File: src/rtl/joycon_pkg.sv
// joycon_pkg: shared constants and types for the Joy-Con report packer.
//   SYNC0_C/SYNC1_C/LEN_C : frame header constants
//   FRAME_BYTES           : total bytes per frame including checksum
//   snap_t                : 136-bit snapshot of the Joy-Con state
//   IDX_*                 : byte positions inside a frame
`timescale 1ns/1ps
package joycon_pkg;

  localparam logic [7:0]  SYNC0_C     = 8'hA5;
  localparam logic [7:0]  SYNC1_C     = 8'h5A;
  localparam logic [7:0]  LEN_C       = 8'h11;
  localparam int unsigned FRAME_BYTES = 22;

  // rsvd pads the detected flag out to the full STATUS byte.
  typedef struct packed {
    logic [6:0]  rsvd;
    logic        detected;
    logic [15:0] btn;
    logic [7:0]  stick_x;
    logic [7:0]  stick_y;
    logic [15:0] gyro_x;
    logic [15:0] gyro_y;
    logic [15:0] gyro_z;
    logic [15:0] acc_x;
    logic [15:0] acc_y;
    logic [15:0] acc_z;
  } snap_t;

  localparam logic [4:0] IDX_SYNC0  = 5'd0;
  localparam logic [4:0] IDX_SYNC1  = 5'd1;
  localparam logic [4:0] IDX_SEQ    = 5'd2;
  localparam logic [4:0] IDX_LEN    = 5'd3;
  localparam logic [4:0] IDX_STATUS = 5'd4;
  localparam logic [4:0] IDX_BTN_L  = 5'd5;
  localparam logic [4:0] IDX_BTN_H  = 5'd6;
  localparam logic [4:0] IDX_STK_X  = 5'd7;
  localparam logic [4:0] IDX_STK_Y  = 5'd8;
  localparam logic [4:0] IDX_GX_L   = 5'd9;
  localparam logic [4:0] IDX_GX_H   = 5'd10;
  localparam logic [4:0] IDX_GY_L   = 5'd11;
  localparam logic [4:0] IDX_GY_H   = 5'd12;
  localparam logic [4:0] IDX_GZ_L   = 5'd13;
  localparam logic [4:0] IDX_GZ_H   = 5'd14;
  localparam logic [4:0] IDX_AX_L   = 5'd15;
  localparam logic [4:0] IDX_AX_H   = 5'd16;
  localparam logic [4:0] IDX_AY_L   = 5'd17;
  localparam logic [4:0] IDX_AY_H   = 5'd18;
  localparam logic [4:0] IDX_AZ_L   = 5'd19;
  localparam logic [4:0] IDX_AZ_H   = 5'd20;
  localparam logic [4:0] IDX_CHK    = 5'd21;

  // Bytes SEQ..AZ_H feed the checksum; sync bytes and CHK itself do not.
  function automatic logic in_chk_range(input logic [4:0] idx);
    return (idx >= IDX_SEQ) && (idx <= IDX_AZ_H);
  endfunction

endpackage

File: src/rtl/joycon_snapshot_buf.sv
// joycon_snapshot_buf: pending/active snapshot banks.
//   clk, rst       : clock, synchronous active-high reset
//   i_capture      : accepted strobe, write i_snap into the pending bank
//   i_snap         : snapshot to capture
//   i_take         : move pending bank into active bank (only when pending)
//   o_pending      : pending bank holds an untransmitted snapshot
//   o_active       : snapshot currently being serialized
//   o_drop_count   : saturating count of overwritten pending snapshots
`timescale 1ns/1ps
module joycon_snapshot_buf
  import joycon_pkg::*;
(
  input  logic       clk,
  input  logic       rst,
  input  logic       i_capture,
  input  snap_t      i_snap,
  input  logic       i_take,
  output logic       o_pending,
  output snap_t      o_active,
  output logic [7:0] o_drop_count
);

  logic       r_pending;
  logic [7:0] r_drop_count;
  snap_t      r_pend_bank;
  snap_t      r_active_bank;

  // A capture that coincides with a take refills the slot just emptied,
  // so it is only a drop when the old snapshot is not leaving this cycle.
  always_ff @(posedge clk) begin
    if (rst) begin
      r_pending    <= 1'b0;
      r_drop_count <= 8'd0;
    end else begin
      if (i_capture) begin
        r_pending <= 1'b1;
        if (r_pending && !i_take && (r_drop_count != 8'hFF))
          r_drop_count <= r_drop_count + 8'd1;
      end else if (i_take) begin
        r_pending <= 1'b0;
      end
    end
  end

  // Data banks carry no reset; the pending flag qualifies their contents.
  always_ff @(posedge clk) begin
    if (i_capture) r_pend_bank <= i_snap;
    if (i_take)    r_active_bank <= r_pend_bank;
  end

  assign o_pending    = r_pending;
  assign o_active     = r_active_bank;
  assign o_drop_count = r_drop_count;

endmodule

File: src/rtl/joycon_report_packer.sv
// joycon_report_packer: snapshots Joy-Con state on (decimated) update strobes
// and serializes it as a 22-byte framed, checksummed valid/ready byte stream.
//   clk, rst            : clock, synchronous active-high reset
//   joycon_detected     : link-up flag, captured into STATUS bit 0
//   botton_value        : 16-bit button bitmap
//   stick_x/stick_y     : 8-bit stick axes
//   gyro_x/y/z, acc_x/y/z : 16-bit IMU samples
//   state_update        : one-cycle strobe, data inputs valid with it
//   tx_data/tx_data_valid/tx_data_ready : output byte stream
//   drop_count          : saturating overwrite counter
//   busy                : frame in flight
`timescale 1ns/1ps
module joycon_report_packer
  import joycon_pkg::*;
#(
  parameter int unsigned DECIMATE = 1,
  parameter logic [7:0]  SYNC0    = SYNC0_C,
  parameter logic [7:0]  SYNC1    = SYNC1_C
) (
  input  logic        clk,
  input  logic        rst,
  input  logic        joycon_detected,
  input  logic [15:0] botton_value,
  input  logic [7:0]  stick_x,
  input  logic [7:0]  stick_y,
  input  logic [15:0] gyro_x,
  input  logic [15:0] gyro_y,
  input  logic [15:0] gyro_z,
  input  logic [15:0] acc_x,
  input  logic [15:0] acc_y,
  input  logic [15:0] acc_z,
  input  logic        state_update,
  output logic [7:0]  tx_data,
  output logic        tx_data_valid,
  input  logic        tx_data_ready,
  output logic [7:0]  drop_count,
  output logic        busy
);

  typedef enum logic {ST_IDLE, ST_SEND} state_e;

  state_e     r_state;
  logic [7:0] r_dec_cnt;
  logic [4:0] r_idx;
  logic [7:0] r_seq;
  logic [7:0] r_chk;
  logic       r_tx_valid;
  logic       r_busy;

  logic       w_accept;
  logic       w_pending;
  logic       w_hs;
  logic       w_last_hs;
  logic       w_take;
  snap_t      w_snap;
  snap_t      w_active;
  logic [7:0] w_byte;

  assign w_accept  = state_update && (r_dec_cnt == 8'(DECIMATE - 1));
  assign w_snap    = {7'd0, joycon_detected, botton_value, stick_x, stick_y,
                      gyro_x, gyro_y, gyro_z, acc_x, acc_y, acc_z};
  assign w_hs      = r_tx_valid && tx_data_ready;
  assign w_last_hs = w_hs && (r_idx == IDX_CHK);
  // Load the next frame either from IDLE or straight off the final byte.
  assign w_take    = w_pending && ((r_state == ST_IDLE) || w_last_hs);

  joycon_snapshot_buf u_buf (
    .clk          (clk),
    .rst          (rst),
    .i_capture    (w_accept),
    .i_snap       (w_snap),
    .i_take       (w_take),
    .o_pending    (w_pending),
    .o_active     (w_active),
    .o_drop_count (drop_count)
  );

  // Decimator: skipped strobes are simply ignored.
  always_ff @(posedge clk) begin
    if (rst) begin
      r_dec_cnt <= 8'd0;
    end else if (state_update) begin
      r_dec_cnt <= w_accept ? 8'd0 : r_dec_cnt + 8'd1;
    end
  end

  always_comb begin
    w_byte = 8'h00;
    case (r_idx)
      IDX_SYNC0:  w_byte = SYNC0;
      IDX_SYNC1:  w_byte = SYNC1;
      IDX_SEQ:    w_byte = r_seq;
      IDX_LEN:    w_byte = LEN_C;
      IDX_STATUS: w_byte = {w_active.rsvd, w_active.detected};
      IDX_BTN_L:  w_byte = w_active.btn[7:0];
      IDX_BTN_H:  w_byte = w_active.btn[15:8];
      IDX_STK_X:  w_byte = w_active.stick_x;
      IDX_STK_Y:  w_byte = w_active.stick_y;
      IDX_GX_L:   w_byte = w_active.gyro_x[7:0];
      IDX_GX_H:   w_byte = w_active.gyro_x[15:8];
      IDX_GY_L:   w_byte = w_active.gyro_y[7:0];
      IDX_GY_H:   w_byte = w_active.gyro_y[15:8];
      IDX_GZ_L:   w_byte = w_active.gyro_z[7:0];
      IDX_GZ_H:   w_byte = w_active.gyro_z[15:8];
      IDX_AX_L:   w_byte = w_active.acc_x[7:0];
      IDX_AX_H:   w_byte = w_active.acc_x[15:8];
      IDX_AY_L:   w_byte = w_active.acc_y[7:0];
      IDX_AY_H:   w_byte = w_active.acc_y[15:8];
      IDX_AZ_L:   w_byte = w_active.acc_z[7:0];
      IDX_AZ_H:   w_byte = w_active.acc_z[15:8];
      IDX_CHK:    w_byte = r_chk;
      default:    w_byte = 8'h00;
    endcase
  end

  // Frame FSM: all outputs registered alongside the state.
  always_ff @(posedge clk) begin
    if (rst) begin
      r_state    <= ST_IDLE;
      r_idx      <= 5'd0;
      r_seq      <= 8'd0;
      r_tx_valid <= 1'b0;
      r_busy     <= 1'b0;
    end else begin
      case (r_state)
        ST_IDLE: begin
          if (w_pending) begin
            r_state    <= ST_SEND;
            r_idx      <= 5'd0;
            r_tx_valid <= 1'b1;
            r_busy     <= 1'b1;
          end
        end
        ST_SEND: begin
          if (w_hs) begin
            if (r_idx == IDX_CHK) begin
              r_seq <= r_seq + 8'd1;
              r_idx <= 5'd0;
              if (!w_pending) begin
                r_state    <= ST_IDLE;
                r_tx_valid <= 1'b0;
                r_busy     <= 1'b0;
              end
            end else begin
              r_idx <= r_idx + 5'd1;
            end
          end
        end
        default: begin
          r_state    <= ST_IDLE;
          r_tx_valid <= 1'b0;
          r_busy     <= 1'b0;
        end
      endcase
    end
  end

  // Checksum accumulates sent bytes; cleared whenever a new frame loads.
  always_ff @(posedge clk) begin
    if (w_take) begin
      r_chk <= 8'd0;
    end else if (w_hs && in_chk_range(r_idx)) begin
      r_chk <= r_chk + w_byte;
    end
  end

  assign tx_data       = r_tx_valid ? w_byte : 8'h00;
  assign tx_data_valid = r_tx_valid;
  assign busy          = r_busy;

endmodule

File: config.mk
export PLATFORM = sky130hd
export DESIGN_NAME = joycon_report_packer
export DESIGN_NICKNAME = d
export VERILOG_FILES = /design/src/rtl/joycon_pkg.sv /design/src/rtl/joycon_snapshot_buf.sv /design/src/rtl/joycon_report_packer.sv
export SDC_FILE = /design/constraint.sdc
export NUM_CORES = 1
export LEC_CHECK = 0
export CAP_MARGIN = 20
export CORE_MARGIN = 3
export CORE_UTILIZATION = 55
export CTS_CLUSTER_DIAMETER = 30
export DETAILED_ROUTE_END_ITERATION = 7
export GPL_TIMING_DRIVEN = 0
export PLACE_DENSITY = 0.8
export SLEW_MARGIN = 15
export SYNTH_ARGS = -nofsm -noshare
export SYNTH_HDL_FRONTEND = slang
export SYNTH_SLANG_ARGS = --single-unit
File: constraint.sdc
create_clock -name clk -period 4.9 [get_ports clk]
set_clock_uncertainty 0.2 [all_clocks]
set_input_delay 0.98 -clock clk [delete_from_list [all_inputs] [get_ports clk]]
set_output_delay 0.98 -clock clk [all_outputs]
set_load 0.02 [all_outputs]
### After elaboration in Yosys (flattened, before gate mapping)

Index checks and enable logic that the tools add are counted.

| storage, ports and cells | value |
|---|---|
| register bits | 298 |
| input port bits | 133 |
| output and inout port bits | 18 |
| logic and storage cells | 97 |

| cells by class | value |
|---|---|
| add/sub/neg operators | 5 |
| magnitude comparators | 2 |
| eq/ne operators | 26 |
| muxes and demuxes | 18 |
| bitwise logic cells | 1 |
| reductions and logical operators | 17 |

Operators by type and width:

| cell | count |
|---|---|
| $pmux W8 S22 | 1 |
| $eq A5 B4 Y1 const B | 8 |
| $eq A5 B5 Y1 const B | 6 |
| $add A8 B1 Y8 const B | 3 |
| $eq A5 B3 Y1 const B | 4 |
| $mux W8 | 2 |
| $mux W5 | 3 |
| $eq A5 B2 Y1 const B | 2 |
| $pmux W5 S2 | 1 |
| $mux W1 | 9 |
| $add A8 B8 Y8 | 1 |
| $logic_and A1 B1 Y1 | 8 |
| $logic_not A8 Y1 | 1 |
| $ne A8 B8 Y1 const B | 1 |
| $ne A2 B1 Y1 const B | 3 |
| $add A5 B1 Y5 const B | 1 |
| $eq A5 B1 Y1 const B | 1 |
| $ge A5 B2 Y1 const B | 1 |
| $le A5 B5 Y1 const B | 1 |
| $logic_not A5 Y1 | 1 |
| $pmux W1 S2 | 2 |
| $reduce_and A2 Y1 | 2 |
| $reduce_and A4 Y1 | 1 |
| $reduce_and A3 Y1 | 1 |
| other kinds (5) | 5 |

### Depth between registers and ports, before layout

| logic depth | value |
|---|---|
| depth in word-level cells | 8 |
| depth in mapped cells | 20 |
| mapped depth without buffers | 16 |

### Hierarchy

From an unflattened synthesis, not the netlist that was laid out.

| second synthesis, totals | value |
|---|---|
| cell total of the unflattened synthesis | 743 |
| area, all modules | 11,940.2 um^2 |

Modules (own cells, without submodules):

| module | instances | cells an instance | area each (um^2) | sequential area each (um^2) |
|---|---|---|---|---|
| joycon_snapshot_buf | 1 | 318 | 8,620.8 | 8,348.0 |
| joycon_report_packer | 1 | 425 | 3,319.4 | 620.6 |

### Least setup slack after synthesis

No wires, ideal clock.

| path | value |
|---|---|
| kind | input-to-reg |
| start point | input port state_update |
| end point | register u_buf.r_pend_bank[0] (netlist bit), enable pin |
| arrival | 3.870 ns |
| required time | 4.218 ns |
| slack | 0.348 ns |
| stages on the path | 3 |
| cell sequence | nor4b_1 nand2_1 inv_1 |

| between the ends | value |
|---|---|
| word-level cells in the longest chain between the ends | 1 |

RTL lines:

| what | line | RTL |
|---|---|---|
| start, declared | joycon_report_packer.sv:32 | `input logic state_update,` |
| $logic_and A1 B1 Y1 | joycon_report_packer.sv:59 | `assign w_accept = state_update && (r_dec_cnt == 8'(DECIMATE - 1));` |
| named net u_buf.i_capture | joycon_snapshot_buf.sv:15 | `input logic i_capture,` |
| end signal, assigned | joycon_snapshot_buf.sv:47 | `if (i_capture) r_pend_bank <= i_snap;` |
| end, declared | joycon_snapshot_buf.sv:25 | `snap_t r_pend_bank;` |

The timed path passes the listed nets, and every way through them passes these cells.
A chain may end at the register's enable or synchronous reset.

### Final worst setup path

| path | value |
|---|---|
| start point | register r_idx[3] |
| end point | register r_chk[7] |

| between the ends | value |
|---|---|
| word-level cells in the longest chain between the ends | 4 |
| elaborated cells between the ends (all ways) | 31 |
| classes of those cells | add/sub (1); order compare (2); eq/ne (21); mux (1); reduce/logical (6) |

RTL lines:

| what | line | RTL |
|---|---|---|
| start, declared | joycon_report_packer.sv:44 | `logic [4:0] r_idx;` |
| start signal, assigned | joycon_report_packer.sv:145 | `r_idx <= r_idx + 5'd1;` |
| branches (longest 4 deep; another with $add A8 B8 Y8) | n/a |  |
| end signal, assigned | joycon_report_packer.sv:163 | `r_chk <= r_chk + w_byte;` |
| end, declared | joycon_report_packer.sv:46 | `logic [7:0] r_chk;` |

Parallel ways; which one is timed is not known.

==> metrics.txt <==
outcome=complete, no violations; maximum vdd ir drop=~0.35 mV; leakage power summed over all cells=around 0.0052 uW; start-to-end type of the worst setup path=reg -> reg; width of the chip=roughly 150 um; yosys synthesis warning count=0; number of global-route vias before repair=7362; total cell area at the placement stage=13200 sq um; post-synth top area share=0.687; total of flip-flops plus latches after synthesis=298; synthesized netlist net count=849; syn avg cell area=16.1 sq um; ordered list of cells on the worst path=buf_6 > buf_4 > buf_4 > and3_1 > ha_1 > buf_4 > a222oi_1 > o21ai_1 > or4_4 > a2111oi_4 > inv_1 > ha_1 > a21oi_2 > o211ai_1 > o41ai_2 > buf_4 > nor2_1 > mux2_4 > mux2_4; peak per-stage delay on the critical path=roughly 0.47 ns; initial cell density of the core=0.570; number of pins exceeding their max-slew limit in the final report=0; headroom to the max-slew limit=0.303; wire length of the first global-routing pass=41.1 mm; required time of the critical path=5.11 ns; antenna-violating nets left=0; cell chosen for the clock root=sky130_fd_sc_hd__clkbuf_16; fill cell count=1133; HPWL reported at the end of detailed placement=17.4 mm; adder and majority cell fraction of the synthesized area=0.0195; storage element area=between 8000 and 9000 sq um; final non-filler cell area=approximately 15000 sq um; Hold Worst Slack=approximately 0.21 ns; largest cells by area after synthesis=sky130_fd_sc_hd__edfxtp_1 (69%), sky130_fd_sc_hd__dfxtp_1 (7.1%), sky130_fd_sc_hd__ha_1 (1.8%); DR vias/cell=slightly below 6; XOR/XNOR share of the synthesized area=0.0155; synthesized-area fraction occupied by and/or/nand/nor cells=0.0824; power density over the cells=451 nW/um^2; drt wl/cell=approximately 22 um; aggregate global-route resource usage=0.244; Worst Max-Slew Pin Slew=slightly above 1 ns; DRC violation count after routing=0; TritonCTS Buffers=49; area growth from synthesis to layout=32.8%; portion of the clock cycle consumed by the worst path in the final layout=0.975; Max Buffers Root-to-Sink=3; Total Die Area=between 20000 and 25000 sq um; vertical extent of the die=roughly 150 um; clock transition at the registers of the reported paths=around 0.060 ns; antenna fix cells=0; remaining global-route overflow=0; I/O pin total=around 150; maximum clock frequency=0.209 GHz; async set-or-reset flop fraction in the synthesized netlist=0; total core area=between 15000 and 20000 sq um; worst skew pair latency=approximately 0.54 ns; final setup violating endpoints=0; count of port buffers added during placement=about 150; Clock Sink Count=around 300; H-tree lvl count=2; fraction of synthesized area in multiplexers=0.0230; maximum number of pins on one net before global-route repair=between 70 and 80; type of destination of the critical path=flop; layout net count=between 1000 and 1500; layout cell share with drive strength beyond 1=0.145; cell area after synthesis=11300 sq um; number of max-capacitance violations reported=0; DRT Wirelength=roughly 27 mm; detailed-router iteration count before antenna repair=7; final count of hold timing violations=0; clock tree from TritonCTS=yes; Syn Inst Count=699; number of hold buffers added after CTS=0; Distinct cells, synth=69; largest fanout of any net on the critical path=10; total via count in the routed design=about 7000; Top FF cell, synth=sky130_fd_sc_hd__edfxtp_1; data arrival time at the worst-slack endpoint=4.99 ns; Hold Path Class=reg -> reg; share of synthesized area occupied by flip-flops and latches=0.758; violation count after the first detailed-routing iteration=694; Startpoint Class=flop; Slowest cell on crit path=sky130_fd_sc_hd__or4_4; count of flip-flops with a built-in enable after synthesis=258; area leader, netlist=sky130_fd_sc_hd__edfxtp_1; initial antenna violation count=0; complex-gate fraction of the synthesized area=0.0805; overall power of the completed layout=approximately 6800 uW; combinational family with the most area after synthesis=simple AND/OR/NAND/NOR gates; placement row count=51; multi-input combinational cell area=around 2500 sq um; most frequent cell on the critical path=sky130_fd_sc_hd__buf_4; placer congestion estimate=between 0.9 and 1; post-route minimum period=about 4.8 ns
-- cell families after synthesis --
logic type      count (synthesis)
mux                            24
simple gates                  172
fa+ha+maj                      17
buf+inv                        48
flops                         298
compound gates                120
xor+xnor                       20
-- critical path, delay by kind of cell (launching register included) --
kind            cells  cell delay (ns)
compound gates      6             1.36
buf+inv             6             1.02
simple gates        3             0.68
mux                 2             0.57
fa+ha+maj           2             0.47
flops               1             0.35
-- cell usage in the layout (no fill, tap or decap), types with 4 or more instances in the layout --
cell type and count:
sky130_fd_sc_hd__or3_1 4, sky130_fd_sc_hd__bufinv_16 6, sky130_fd_sc_hd__clkinvlp_4 7, sky130_fd_sc_hd__mux2i_1 18, sky130_fd_sc_hd__buf_2 5, sky130_fd_sc_hd__nor3_1 7
sky130_fd_sc_hd__nand2_1 29, sky130_fd_sc_hd__a22o_1 8, sky130_fd_sc_hd__clkinv_1 5, sky130_fd_sc_hd__a21oi_1 21, sky130_fd_sc_hd__and2_1 6, sky130_fd_sc_hd__inv_6 6
sky130_fd_sc_hd__a32oi_1 4, sky130_fd_sc_hd__o21ai_0 15, sky130_fd_sc_hd__nand3_1 22, sky130_fd_sc_hd__nor2_1 44, sky130_fd_sc_hd__inv_1 18, sky130_fd_sc_hd__a32o_1 5
sky130_fd_sc_hd__xnor2_1 5, sky130_fd_sc_hd__edfxtp_1 258, sky130_fd_sc_hd__buf_6 6, sky130_fd_sc_hd__clkinv_2 5, sky130_fd_sc_hd__xor2_1 15, sky130_fd_sc_hd__ha_1 15
sky130_fd_sc_hd__and3_1 12, sky130_fd_sc_hd__clkbuf_16 51, sky130_fd_sc_hd__a22oi_1 22, sky130_fd_sc_hd__buf_4 9, sky130_fd_sc_hd__nand4_1 14, sky130_fd_sc_hd__dfxtp_1 38
sky130_fd_sc_hd__clkbuf_1 9, sky130_fd_sc_hd__o211ai_1 6, sky130_fd_sc_hd__clkdlybuf4s50_1 147, sky130_fd_sc_hd__nor2b_1 12, sky130_fd_sc_hd__a221oi_1 4, sky130_fd_sc_hd__a31oi_1 4
-- per-layer routing --
layer	track usage	part of all wire	wire, um	up-vias
li1	-	-	-	3156
met2	0.401	0.49	13200	336
met4	0.0943	0.033	874	0
met1	0.316	0.40	10800	3447
met3	0.0623	0.076	2050	59
met5	0	0	0	-
-- layout make-up --
cell class | instances | area share
inverters | 20 | 0.00534
repair buffers | 155 | 0.105
clock inverters | 35 | 0.0265
multi-input cells | 353 | 0.170
plain buffers | 27 | 0.0120
well taps | 265 | 0.0221
clock buffers | 56 | 0.0884
flip-flops and latches | 298 | 0.571
-- worst paths after layout --
kind,startpoint,endpoint,slack (ns),cells after the start
setup / recovery,r_idx[3],r_chk[7],0.12,19
hold / removal,u_buf.r_pend_bank[42],u_buf.o_active[42],0.21,0
setup reg to reg,r_idx[3],r_chk[7],0.12,19
hold reg to reg,u_buf.r_pend_bank[42],u_buf.o_active[42],0.21,0
-- what timing repair did --
| item | in CTS | in global routing |
|---|---|---|
| setup endpoints to repair | 8 | 6 |
| pin swaps | 4 | 7 |
| gates cloned | 0 | 0 |
| setup buffers | 3 | 1 |
| gates resized for setup | 20 | 8 |
-- metrics by stage --
stage               cells  setup TNS, ns  setup slack [ns]   util
floorplan             699              0             0.348      -
global placement     1113        -188.94             -1.46  0.662
detailed placement   1115         -0.524            -0.477  0.666
CTS                  1208              0          0.000995  0.757
global route         1209       -0.00258          -0.00258  0.757
finish               1209              0             0.122  0.757
-- flip-flops by register name, summed over array words and instances (netlist names) --
signal              cells
u_buf.o_drop_count      8
r_idx                   5
r_seq                   8
u_buf.o_pending         1
r_state                 1
r_dec_cnt               8
u_buf.o_active        129
u_buf.r_pend_bank     129
r_chk                   8
busy                    1
-- power by group --
part | internal [uW] | switching [uW]
clock | 2280 | 1220
sequential | 2950 | 48.8
combinational | 125 | 132
total | 5350 | 1400
-- Yosys cell counts, types with 7 or more instances --
cell,count
sky130_fd_sc_hd__nand4_1,14
sky130_fd_sc_hd__and3_1,12
sky130_fd_sc_hd__a22o_1,8
sky130_fd_sc_hd__xor2_1,15
sky130_fd_sc_hd__dfxtp_1,40
sky130_fd_sc_hd__nor2b_1,12
sky130_fd_sc_hd__inv_1,19
sky130_fd_sc_hd__nor3_1,7
sky130_fd_sc_hd__clkbuf_1,11
sky130_fd_sc_hd__nor2_1,44
sky130_fd_sc_hd__o21ai_0,16
sky130_fd_sc_hd__ha_1,16
sky130_fd_sc_hd__mux2i_1,18
sky130_fd_sc_hd__nand3_1,22
sky130_fd_sc_hd__a21oi_1,22
sky130_fd_sc_hd__a22oi_1,22
sky130_fd_sc_hd__nand2_1,29
sky130_fd_sc_hd__edfxtp_1,258
sky130_fd_sc_hd__buf_2,8
Note: power is estimated with default switching activity, not from simulation.
